===== src/rtl/rx_frame_assembler.sv =====
// Serial receive framer: strips start/stop bits, assembles a FRAME_BITS frame into a one-entry
// valid/ready output buffer, and reports framing errors and overruns with saturating counters.
module rx_frame_assembler #(
  parameter int FRAME_BITS = 55,
  parameter int ERR_CNT_W  = 8
) (
  input  logic                  clk,
  input  logic                  rst,
  input  logic                  rx_bit,
  input  logic                  rx_ready,
  output logic [FRAME_BITS-1:0] RX_Data,
  output logic                  rx_valid,
  output logic                  framing_err,
  output logic                  overrun,
  output logic [ERR_CNT_W-1:0]  framing_err_cnt,
  output logic [ERR_CNT_W-1:0]  overrun_cnt
);

  typedef enum logic [1:0] {IDLE, DATA, STOP} state_t;

  state_t                state, state_nxt;
  logic [5:0]            bit_cnt;
  logic [FRAME_BITS-1:0] shreg;
  logic                  last_bit;
  logic                  load, drop_full, bad_stop, drain;

  assign last_bit = (bit_cnt == 6'(FRAME_BITS - 1));

  always_ff @(posedge clk) begin
    if (rst) state <= IDLE;
    else     state <= state_nxt;
  end

  always_comb begin
    state_nxt = state;
    case (state)
      IDLE:    if (!rx_bit) state_nxt = DATA;
      DATA:    if (last_bit) state_nxt = STOP;
      STOP:    state_nxt = IDLE;
      default: state_nxt = IDLE;
    endcase
  end

  // A drain in the stop cycle frees the buffer in time for the new frame.
  always_comb begin
    drain     = rx_valid && rx_ready;
    load      = 1'b0;
    drop_full = 1'b0;
    bad_stop  = 1'b0;
    if (state == STOP) begin
      if (rx_bit) begin
        load      = !rx_valid || rx_ready;
        drop_full = rx_valid && !rx_ready;
      end else begin
        bad_stop  = 1'b1;
      end
    end
  end

  always_ff @(posedge clk) begin
    if (rst) begin
      bit_cnt <= '0;
      shreg   <= '0;
    end else begin
      case (state)
        IDLE: if (!rx_bit) bit_cnt <= '0;
        DATA: begin
          shreg   <= {shreg[FRAME_BITS-2:0], rx_bit};
          bit_cnt <= bit_cnt + 6'd1;
        end
        default: ;
      endcase
    end
  end

  always_ff @(posedge clk) begin
    if (rst) begin
      RX_Data         <= '0;
      rx_valid        <= 1'b0;
      framing_err     <= 1'b0;
      overrun         <= 1'b0;
      framing_err_cnt <= '0;
      overrun_cnt     <= '0;
    end else begin
      framing_err <= bad_stop;
      overrun     <= drop_full;
      if (load) begin
        RX_Data  <= shreg;
        rx_valid <= 1'b1;
      end else if (drain) begin
        rx_valid <= 1'b0;
      end
      if (bad_stop && framing_err_cnt != '1)
        framing_err_cnt <= framing_err_cnt + ERR_CNT_W'(1);
      if (drop_full && overrun_cnt != '1)
        overrun_cnt <= overrun_cnt + ERR_CNT_W'(1);
    end
  end

endmodule


===== config.mk =====
export PLATFORM = sky130hd
export DESIGN_NAME = rx_frame_assembler
export DESIGN_NICKNAME = d
export VERILOG_FILES = /design/src/rtl/rx_frame_assembler.sv
export SDC_FILE = /design/constraint.sdc
export NUM_CORES = 1
export LEC_CHECK = 0
export ABC_AREA = 0
export ABC_CLOCK_PERIOD_IN_PS = 1400
export BUFFER_PORTS_ARGS = -buffer_cell sky130_fd_sc_hd__clkbuf_2
export CORE_MARGIN = 2
export CORE_UTILIZATION = 50
export CTS_BUF_LIST = sky130_fd_sc_hd__clkbuf_16
export CTS_CLUSTER_SIZE = 25
export DETAILED_ROUTE_END_ITERATION = 12
export PLACE_DENSITY = 0.75
export REMOVE_ABC_BUFFERS = 1
export SYNTH_ARGS = -nofsm -noshare
export SYNTH_HDL_FRONTEND = slang
export SYNTH_SLANG_ARGS = --single-unit

===== constraint.sdc =====
create_clock -name clk -period 1.4 [get_ports clk]
set_input_delay 0.07 -clock clk [delete_from_list [all_inputs] [get_ports clk]]
set_output_delay 0.07 -clock clk [all_outputs]
set_load 0.005 [all_outputs]

# --- Yosys cells after proc, flatten, opt, wreduce, memory -nomap -nowiden ---
# Index checks and enable logic that the tools add are counted.
word_totals:
  output_inout_bits: 74
  elab_cells: 44
  reg_bits: 137
  input_bits: 4
op_classes:
  n_eq_ne: 7
  muxes: 13
  reduce_logical: 12
  add_sub_neg: 3
ops:
  columns: ["op", "n"]
  rows:
  - ["adder 8 x 1 -> 8 bit, second input constant", 2]
  - ["inequality test 8 bit, second input constant", 2]
  - ["one-hot mux 6 bit (2 select lines)", 1]
  - ["2-to-1 mux 1 bit", 8]
  - ["adder 6 x 1 -> 6 bit, second input constant", 1]
  - ["== test 6 bit, second input constant", 1]
  - ["2-to-1 mux 6 bit", 1]
  - ["logical AND 1 bit", 4]
  - ["2-to-1 mux 2 bit", 2]
  - ["inequality test 2 bit, second input constant", 2]
  - ["one-hot mux 2 bit (2 select lines)", 1]
  - ["AND reduction 2 bit", 2]
  - ["nonzero test 2 bit", 2]
  - ["== test 2 x 1 -> 1 bit, second input constant", 1]
  - ["== test 2 bit, second input constant", 1]
  - ["logical NOT 1 bit", 2]
  - ["logical NOT 2 bit", 1]
  - ["logical OR 1 bit", 1]

# --- Longest topological paths before layout ---
# Gate-level depths: netlist of run 1.
logic_depth:
  word_depth: 5
  depth_mapped: 7
  mapped_depth_nobuf: 5

# --- Worst setup path before layout of run 1 ---
# No wires, ideal clock.
synth_path:
  path_type: "register to register"
  start: "reg state[0]"
  end: "reg framing_err_cnt[7]"
  t_required_ps: 1277
  path_buffers: 1
  slack_ps: -137
  synth_period_minus_slack_ps: 1537
  stages_incl_launch_ff: 6
  setup_time_ps: 123
  arrival_time_ps: 1414
  cell_sequence: "dfxtp_1 -> buf_6 -> nor3b_2 -> o211ai_1 -> nor3_1 -> mux2_1"
synth_between:
  elab_chain_cells: 3
synth_rtl:
  columns: ["element", "line_no", "text"]
  rows:
  - ["from (decl)", "21", "state_t state, state_nxt;"]
  - ["from (signal assigned)", "31", "else state <= state_nxt;"]
  - ["== test 2 bit", "50", "if (state == STOP) begin"]
  - ["2-to-1 mux 1 bit", "50", null]
  - ["logical AND 1 bit", "93", "if (bad_stop && framing_err_cnt != '1)"]
  - ["to (signal assigned)", "94", "framing_err_cnt <= framing_err_cnt + ERR_CNT_W'(1);"]
  - ["to (decl)", "15", "output logic [ERR_CNT_W-1:0] framing_err_cnt,"]
# Every way passes these cells.
# A chain may end at the register's enable or synchronous reset.

# --- Worst setup path in the final report of run 1 ---
layout_path:
  start: "reg state[1]"
  end: "reg RX_Data[41]"
layout_between:
  elab_chain_cells: 2
layout_rtl:
  columns: ["element", "line_no", "text"]
  rows:
  - ["== test 2 bit", "50", null]
  - ["2-to-1 mux 1 bit", "50", null]
  - ["to (signal assigned)", "88", "RX_Data <= shreg;"]
  - ["to (decl)", "11", "output logic [FRAME_BITS-1:0] RX_Data,"]
# Every way passes these cells.

==> impl_metrics.yaml, run 1 <==
die:
  die_h_um: 104
  die_w_um: 104
  die_area_mm2: 0.0109
  floorplan.initialDensity_pct: 51.4
  core-area_mm2: 0.00977
  boundaryPins: 78
  rows: 36
worst_hold_path:
  holdPathEnd: "framing_err_cnt[5]$_SDFFE_PP0P_"
  timing.hold.worst_path_depth: 2
  hp-start: "rst"
  holdCritPathClass: "in -> reg"
critical_path:
  worst_ep_arrival_time_ns: 1.78
  ff2ff_path_depth: 7
  critical_path_capture_point_type: "flop"
  internal_reg_to_reg_setup_slack_ns: -0.04
  worstPathMaxFanout: 6
  worst_r2r_endpoint: "RX_Data[41]$_SDFFE_PP0P_"
  r2r_start: "state[1]$_SDFFE_PP0P_"
  worst-endpoint-required_ns: 1.74
  setup.worst_path.start_class: "flop"
  timing_worst_setup_path_type: "reg -> reg"
route:
  wl_mm: 13.1
  antenna_left: 0
  routed_wire_length_per_instance_um: 15.0
  drc_errors: 0
  dr.pass1.iters: 5
  vias: 4690
  routed_via_density: 5.36
  drt_iter0_drc: 280
power_and_ir_drop:
  finalPower_w: 0.00864
  p_leak_nw: 2.85
  max-vdd-ir-drop_v: 0.000856
  power-per-cell-area_mw_per_mm2: 1240
final_layout:
  drive_gt1_share_pct: 30.9
  fill_cells: 715
  final_core_utilization_pct: 71.0
  area_growth_from_synthesis_to_final_layout_pct: 38.1
  nets: 737
  antenna_cells: 0
  final-instance-count-excl-fill: 875
clock_network:
  cts-buffers-inserted: 17
  clock_latency_ns: 0.41
  clock_tree.root_cell: "sky130_fd_sc_hd__clkbuf_16"
  bufs_on_longest_clock_path: 2
  cts.sink_count: 137
  clk_transition_reported_paths_ns: 0.06
  clock_tree_from_tritoncts: "yes"
  clock_tree.htree_level_count: 4
  holdBufCountCts: 0
place:
  dpl.cell_count: 830
  place.port_buffers: 77
  gp_congestion: 0.825
  dp_hpwl_mm: 6.90
logic_synthesis:
  post-synth-top-count-cell: "sky130_fd_sc_hd__nand2_1"
  fraction_of_synthesized_cell_area_taken_by_the_top_area_cell_type_pct: 54.6
  synth-edff-count: 0
  most_instantiated_cells_after_synthesis: "229 x sky130_fd_sc_hd__nand2_1, 137 x sky130_fd_sc_hd__dfxtp_1, 114 x sky130_fd_sc_hd__a21oi_1"
  netlist_top_cells_area: "sky130_fd_sc_hd__dfxtp_1 55%, sky130_fd_sc_hd__nand2_1 17%, sky130_fd_sc_hd__a21oi_1 11%"
  ys_seq_area_share_pct: 54.6
  synth_area_mm2: 0.00503
  async_flop_share_pct: 0
  post_synth_inst_count: 622
  ys_warn_count: 0
  synth_area_per_cell_um2: 8.08
  synth_seq_cells: 137
  yosys.area.top_type: "sky130_fd_sc_hd__dfxtp_1"
  postSynth.topFlopCell: "sky130_fd_sc_hd__dfxtp_1"
  ys_types: 41
global_routing:
  grt_first_pass_wirelength_mm: 19.0
  groute.usage.overall_pct: 21.1
  initial_antenna_violation_count: 0
  grt_pass1_vias: 4278
  gr-total-overflow: 0
  grt_start_max_net_pins: 69
sta:
  setup_viol_count_final: 22
  rsz_0062_raised_after_global_routing: "yes"
  tns_ns: -0.338
  final_worst_path_cycle_share_pct: 103
  worst_hold_slack_ns: 0.0124
  skew_ns: 0.00625
  fin_ws_ns: -0.0398
  final-hold-violation-count: 0
  max_freq_mhz: 695
  slew_headroom_pct: 79.3
  tightestPinTransition_ns: 0.310
  finalCriticalPeriod_ns: 1.44
  final_max_slew_viol_count: 0
outcome:
  violations_in_the_final_reports: "setup timing"
  run_status: "finished with violations"
job:
  maxCapViolCount: 0
## metal layers
metal | GRT usage, % | routed length (um)
met3 | 5.14 | 798
met2 | 35.8 | 6660
met1 | 25.7 | 5410
met5 | 0 | 0
met4 | 8.20 | 235
## through the flow
step | setup slack [ns] | cell area (um^2)
final | -0.0398 | 6940
after global routing | -0.0921 | 6940
after CTS | 0.00226 | 6440
after detailed placement | -0.142 | 5790
after global placement | -0.0498 | 5790
after floorplan | -1.37 | 4850
## kinds of logic (layout without fill, tap and decap cells)
logic type      after synthesis  after routing  synth area share [%]
flops                       137            137                  54.6
xor+xnor                      7              7                  1.22
buf+inv                      44            164                  3.71
mux                           8              8                  1.72
compound gates              132            132                  14.0
simple gates                290            290                  23.8
fa+ha+maj                     4              4                 0.996
## cells in the final DEF, fill, tap and decap left out, types with 4 or more instances in the layout
cell type                   synthesis  final
sky130_fd_sc_hd__buf_6              1      5
sky130_fd_sc_hd__nand2_4            0     15
sky130_fd_sc_hd__dfxtp_2            0      4
sky130_fd_sc_hd__nand2_1          229    210
sky130_fd_sc_hd__a21oi_2            0     24
sky130_fd_sc_hd__xor2_1             6      6
sky130_fd_sc_hd__clkbuf_16          0     21
sky130_fd_sc_hd__clkbuf_2           0     76
sky130_fd_sc_hd__and3_1             4      4
sky130_fd_sc_hd__inv_1              3      4
sky130_fd_sc_hd__buf_4              0     35
sky130_fd_sc_hd__nor2_1            27     25
sky130_fd_sc_hd__nand2_2            0      4
sky130_fd_sc_hd__dfxtp_1          137    131
sky130_fd_sc_hd__buf_12             0      8
sky130_fd_sc_hd__a21oi_1          114     90
## how the worst max path moves through the flow
stage	from	end	slack, ns
after floorplan	state[1]$_SDFFE_PP0P_	RX_Data[0]$_SDFFE_PP0P_	-1.37
after global placement	state[0]$_SDFFE_PP0P_	overrun_cnt[4]$_SDFFE_PP0P_	-0.05
after detailed placement	framing_err_cnt[0]$_SDFFE_PP0P_	framing_err_cnt[6]$_SDFFE_PP0P_	-0.14
after CTS	state[0]$_SDFFE_PP0P_	overrun_cnt[2]$_SDFFE_PP0P_	0.002
after global routing	state[1]$_SDFFE_PP0P_	RX_Data[41]$_SDFFE_PP0P_	-0.09
final	state[1]$_SDFFE_PP0P_	RX_Data[41]$_SDFFE_PP0P_	-0.04
## power by group
group	switching, W	internal [W]	leakage [nW]	total (W)
clock	0.00170	0.00280	0.291	0.00450
combinational	0.000162	0.0000557	1.45	0.000217
sequential	0.0000104	0.00390	1.11	0.00391
total	0.00187	0.00676	2.85	0.00864
## final cells by class
type / instances / area (um^2) / share of cell area (%)
Clock inverter: 15 / 175 / 2.52
Clock buffer: 17 / 425 / 6.13
Multi-Input combinational cell: 441 / 2430 / 35.1
Tap cell: 133 / 166 / 2.40
Inverter: 3 / 11.3 / 0.162
Sequential cell: 137 / 2760 / 39.7
Timing Repair Buffer: 129 / 975 / 14.0
## sequential cells by signal, indices dropped and copies added, names as in the netlist
register	count
rx_valid	1
framing_err	1
overrun	1
framing_err_cnt	8
shreg	55
overrun_cnt	8
RX_Data	55
state	2
bit_cnt	6
## critical path: stages (launching register included)
cell and delay, ns:
sky130_fd_sc_hd__dfxtp_4 0.37, sky130_fd_sc_hd__buf_12 0.10, sky130_fd_sc_hd__nand3b_1 0.17, sky130_fd_sc_hd__nor2b_4 0.22, sky130_fd_sc_hd__buf_12 0.16, sky130_fd_sc_hd__clkbuf_16 0.18, sky130_fd_sc_hd__nand2_2 0.06, sky130_fd_sc_hd__a21oi_2 0.12
## what timing repair did
item,in CTS,in global routing
setup buffers,1,5
gates cloned,0,7
gates resized for setup,12,78
pin swaps,8,36
hold endpoints to repair,0,0
setup endpoints to repair,16,82
(Power assumes the default switching activity.)
==> run 2, diff against run 1 <==
PLACE_DENSITY = default   (was 0.75)
PLACE_DENSITY_LB_ADDON = 0.3   (was default)
==> impl_metrics.yaml, run 2 (synthesis gave the netlist of run 1 again) <==
outcome:
  run_status: "finished with violations"
  violations_in_the_final_reports: "setup timing"
sta:
  tightestPinTransition_ns: 0.387
  worst_hold_slack_ns: 0.0587
  final-hold-violation-count: 0
  final_max_slew_viol_count: 0
  tns_ns: -1.39
  final_worst_path_cycle_share_pct: 106
  setup_viol_count_final: 53
  skew_ns: 0.00889
  slew_headroom_pct: 74.2
  max_freq_mhz: 672
  fin_ws_ns: -0.0877
  rsz_0062_raised_after_global_routing: "yes"
  finalCriticalPeriod_ns: 1.49
clock_network:
  clock_tree.root_cell: "sky130_fd_sc_hd__clkbuf_16"
  cts-buffers-inserted: 17
  bufs_on_longest_clock_path: 2
  clock_tree_from_tritoncts: "yes"
  clock_latency_ns: 0.41
  clk_transition_reported_paths_ns: 0.06
  cts.sink_count: 137
  clock_tree.htree_level_count: 4
critical_path:
  worst_ep_arrival_time_ns: 1.83
  worst-endpoint-required_ns: 1.74
  setup.worst_path.start_class: "flop"
  worst_setup_path_start: "state[0]$_SDFFE_PP0P_"
  r2r_start: "state[0]$_SDFFE_PP0P_"
  internal_reg_to_reg_setup_slack_ns: -0.09
  worstPathMaxFanout: 8
  timing_worst_setup_path_type: "reg -> reg"
  ff2ff_path_depth: 7
  critical_path_capture_point_type: "flop"
  worst_r2r_endpoint: "RX_Data[30]$_SDFFE_PP0P_"
worst_hold_path:
  hp-start: "rst"
  timing.hold.worst_path_depth: 2
  holdCritPathClass: "in -> reg"
  holdPathEnd: "framing_err_cnt[5]$_SDFFE_PP0P_"
route:
  drt_iter0_drc: 181
  antenna_left: 0
  vias: 4542
  routed_wire_length_per_instance_um: 13.6
  dr.pass1.iters: 5
  routed_via_density: 5.20
  wl_mm: 11.9
  drc_errors: 0
final_layout:
  largestRegisters: "RX_Data: 55 flops, shreg: 55 flops"
  final_core_utilization_pct: 68.6
  antenna_cells: 0
  drive_gt1_share_pct: 28.4
  nets: 735
  layout_common_cells: "227 x sky130_fd_sc_hd__nand2_1, 129 x sky130_fd_sc_hd__dfxtp_1, 92 x sky130_fd_sc_hd__a21oi_1, 76 x sky130_fd_sc_hd__clkbuf_2, 35 x sky130_fd_sc_hd__buf_4"
  leading_cell_type_in_the_layout_fill_and_taps_excluded: "sky130_fd_sc_hd__nand2_1"
  area_growth_from_synthesis_to_final_layout_pct: 33.4
global_routing:
  groute.usage.overall_pct: 20.9
  initial_antenna_violation_count: 0
  grt_start_max_net_pins: 61
  gr-total-overflow: 0
  grt_pass1_vias: 4112
  grt_first_pass_wirelength_mm: 18.6
die:
  boundaryPins: 78
  die_h_um: 104
  floorplan.initialDensity_pct: 51.4
  die_w_um: 104
  core-area_mm2: 0.00977
  rows: 36
  die_area_mm2: 0.0109
place:
  place.port_buffers: 77
  post-place-ws_ns: -0.0615
  dp_hpwl_mm: 6.88
  gp_congestion: 0.856
job:
  maxCapViolCount: 0
power_and_ir_drop:
  power-per-cell-area_mw_per_mm2: 1250
  p_leak_nw: 2.54
  max-vdd-ir-drop_v: 0.000692
run 2: cell types whose count changed in the layout (fill, tap and decap cells not counted), moves of 3 or more:
cell                       delta
sky130_fd_sc_hd__nand2_1     +17
sky130_fd_sc_hd__nand2_4     -14
sky130_fd_sc_hd__clkinv_1     +4
sky130_fd_sc_hd__dfxtp_2      +3
sky130_fd_sc_hd__inv_6        -3
sky130_fd_sc_hd__nand2_2      -3
run 2: repair_timing:
action,CTS,global route
endpoints found under the setup margin,29,106
hold buffers,1,0
hold endpoints to repair,1,0
gates cloned,0,3
buffers inserted,0,5
gates resized for setup,6,54
pin swaps,4,14
run 2: how the worst max path moves through the flow:
stage / end / slack, ns
2_1_floorplan: RX_Data[0]$_SDFFE_PP0P_ / -1.37
6_report: RX_Data[30]$_SDFFE_PP0P_ / -0.09
3_5_place_dp: framing_err_cnt[6]$_SDFFE_PP0P_ / -0.06
3_3_place_gp: overrun_cnt[4]$_SDFFE_PP0P_ / -0.02
5_1_grt: RX_Data[30]$_SDFFE_PP0P_ / -0.13
4_1_cts: overrun_cnt[4]$_SDFFE_PP0P_ / -0.04
run 2: cell type report:
type	count	area, um^2
clock buffer	17	425
clock inverter	15	135
fill	796	3070
inverter	3	11.3
multi-input combinational	441	2310
sequential	137	2760
tap	133	166
timing repair buffer	127	910
run 2: stage by stage:
step                      cell area, um^2  std cells  total power (W)
final                                6710        873          0.00837
after detailed placement             5800        832          0.00421
after CTS                            6390        865          0.00841
after global placement               5800        832          0.00420
after floorplan                      4850        581          0.00406
after global routing                 6710        873          0.00864
run 2: where the power goes:
| group | total, W | internal [W] | switching [W] |
|---|---|---|---|
| Sequential | 0.00392 | 0.00391 | 0.00000826 |
| Clock | 0.00423 | 0.00258 | 0.00165 |
| Combinational | 0.000220 | 0.0000592 | 0.000161 |
| Total | 0.00837 | 0.00655 | 0.00182 |
run 2: worst max-delay path, cell delays in order, from the launching register on:
cell and delay, ns:
sky130_fd_sc_hd__dfxtp_4 0.36, sky130_fd_sc_hd__nand3b_1 0.23, sky130_fd_sc_hd__buf_4 0.19, sky130_fd_sc_hd__nor2b_4 0.12, sky130_fd_sc_hd__buf_12 0.14, sky130_fd_sc_hd__clkbuf_16 0.16, sky130_fd_sc_hd__nand2_1 0.07, sky130_fd_sc_hd__a21oi_2 0.14
run 2: routing by layer:
metal / wire length (um) / GRT usage [%]
met5: 0 / 0
met4: 215 / 6.66
met1: 5240 / 26.1
met2: 5910 / 34.0
met3: 522 / 7.14
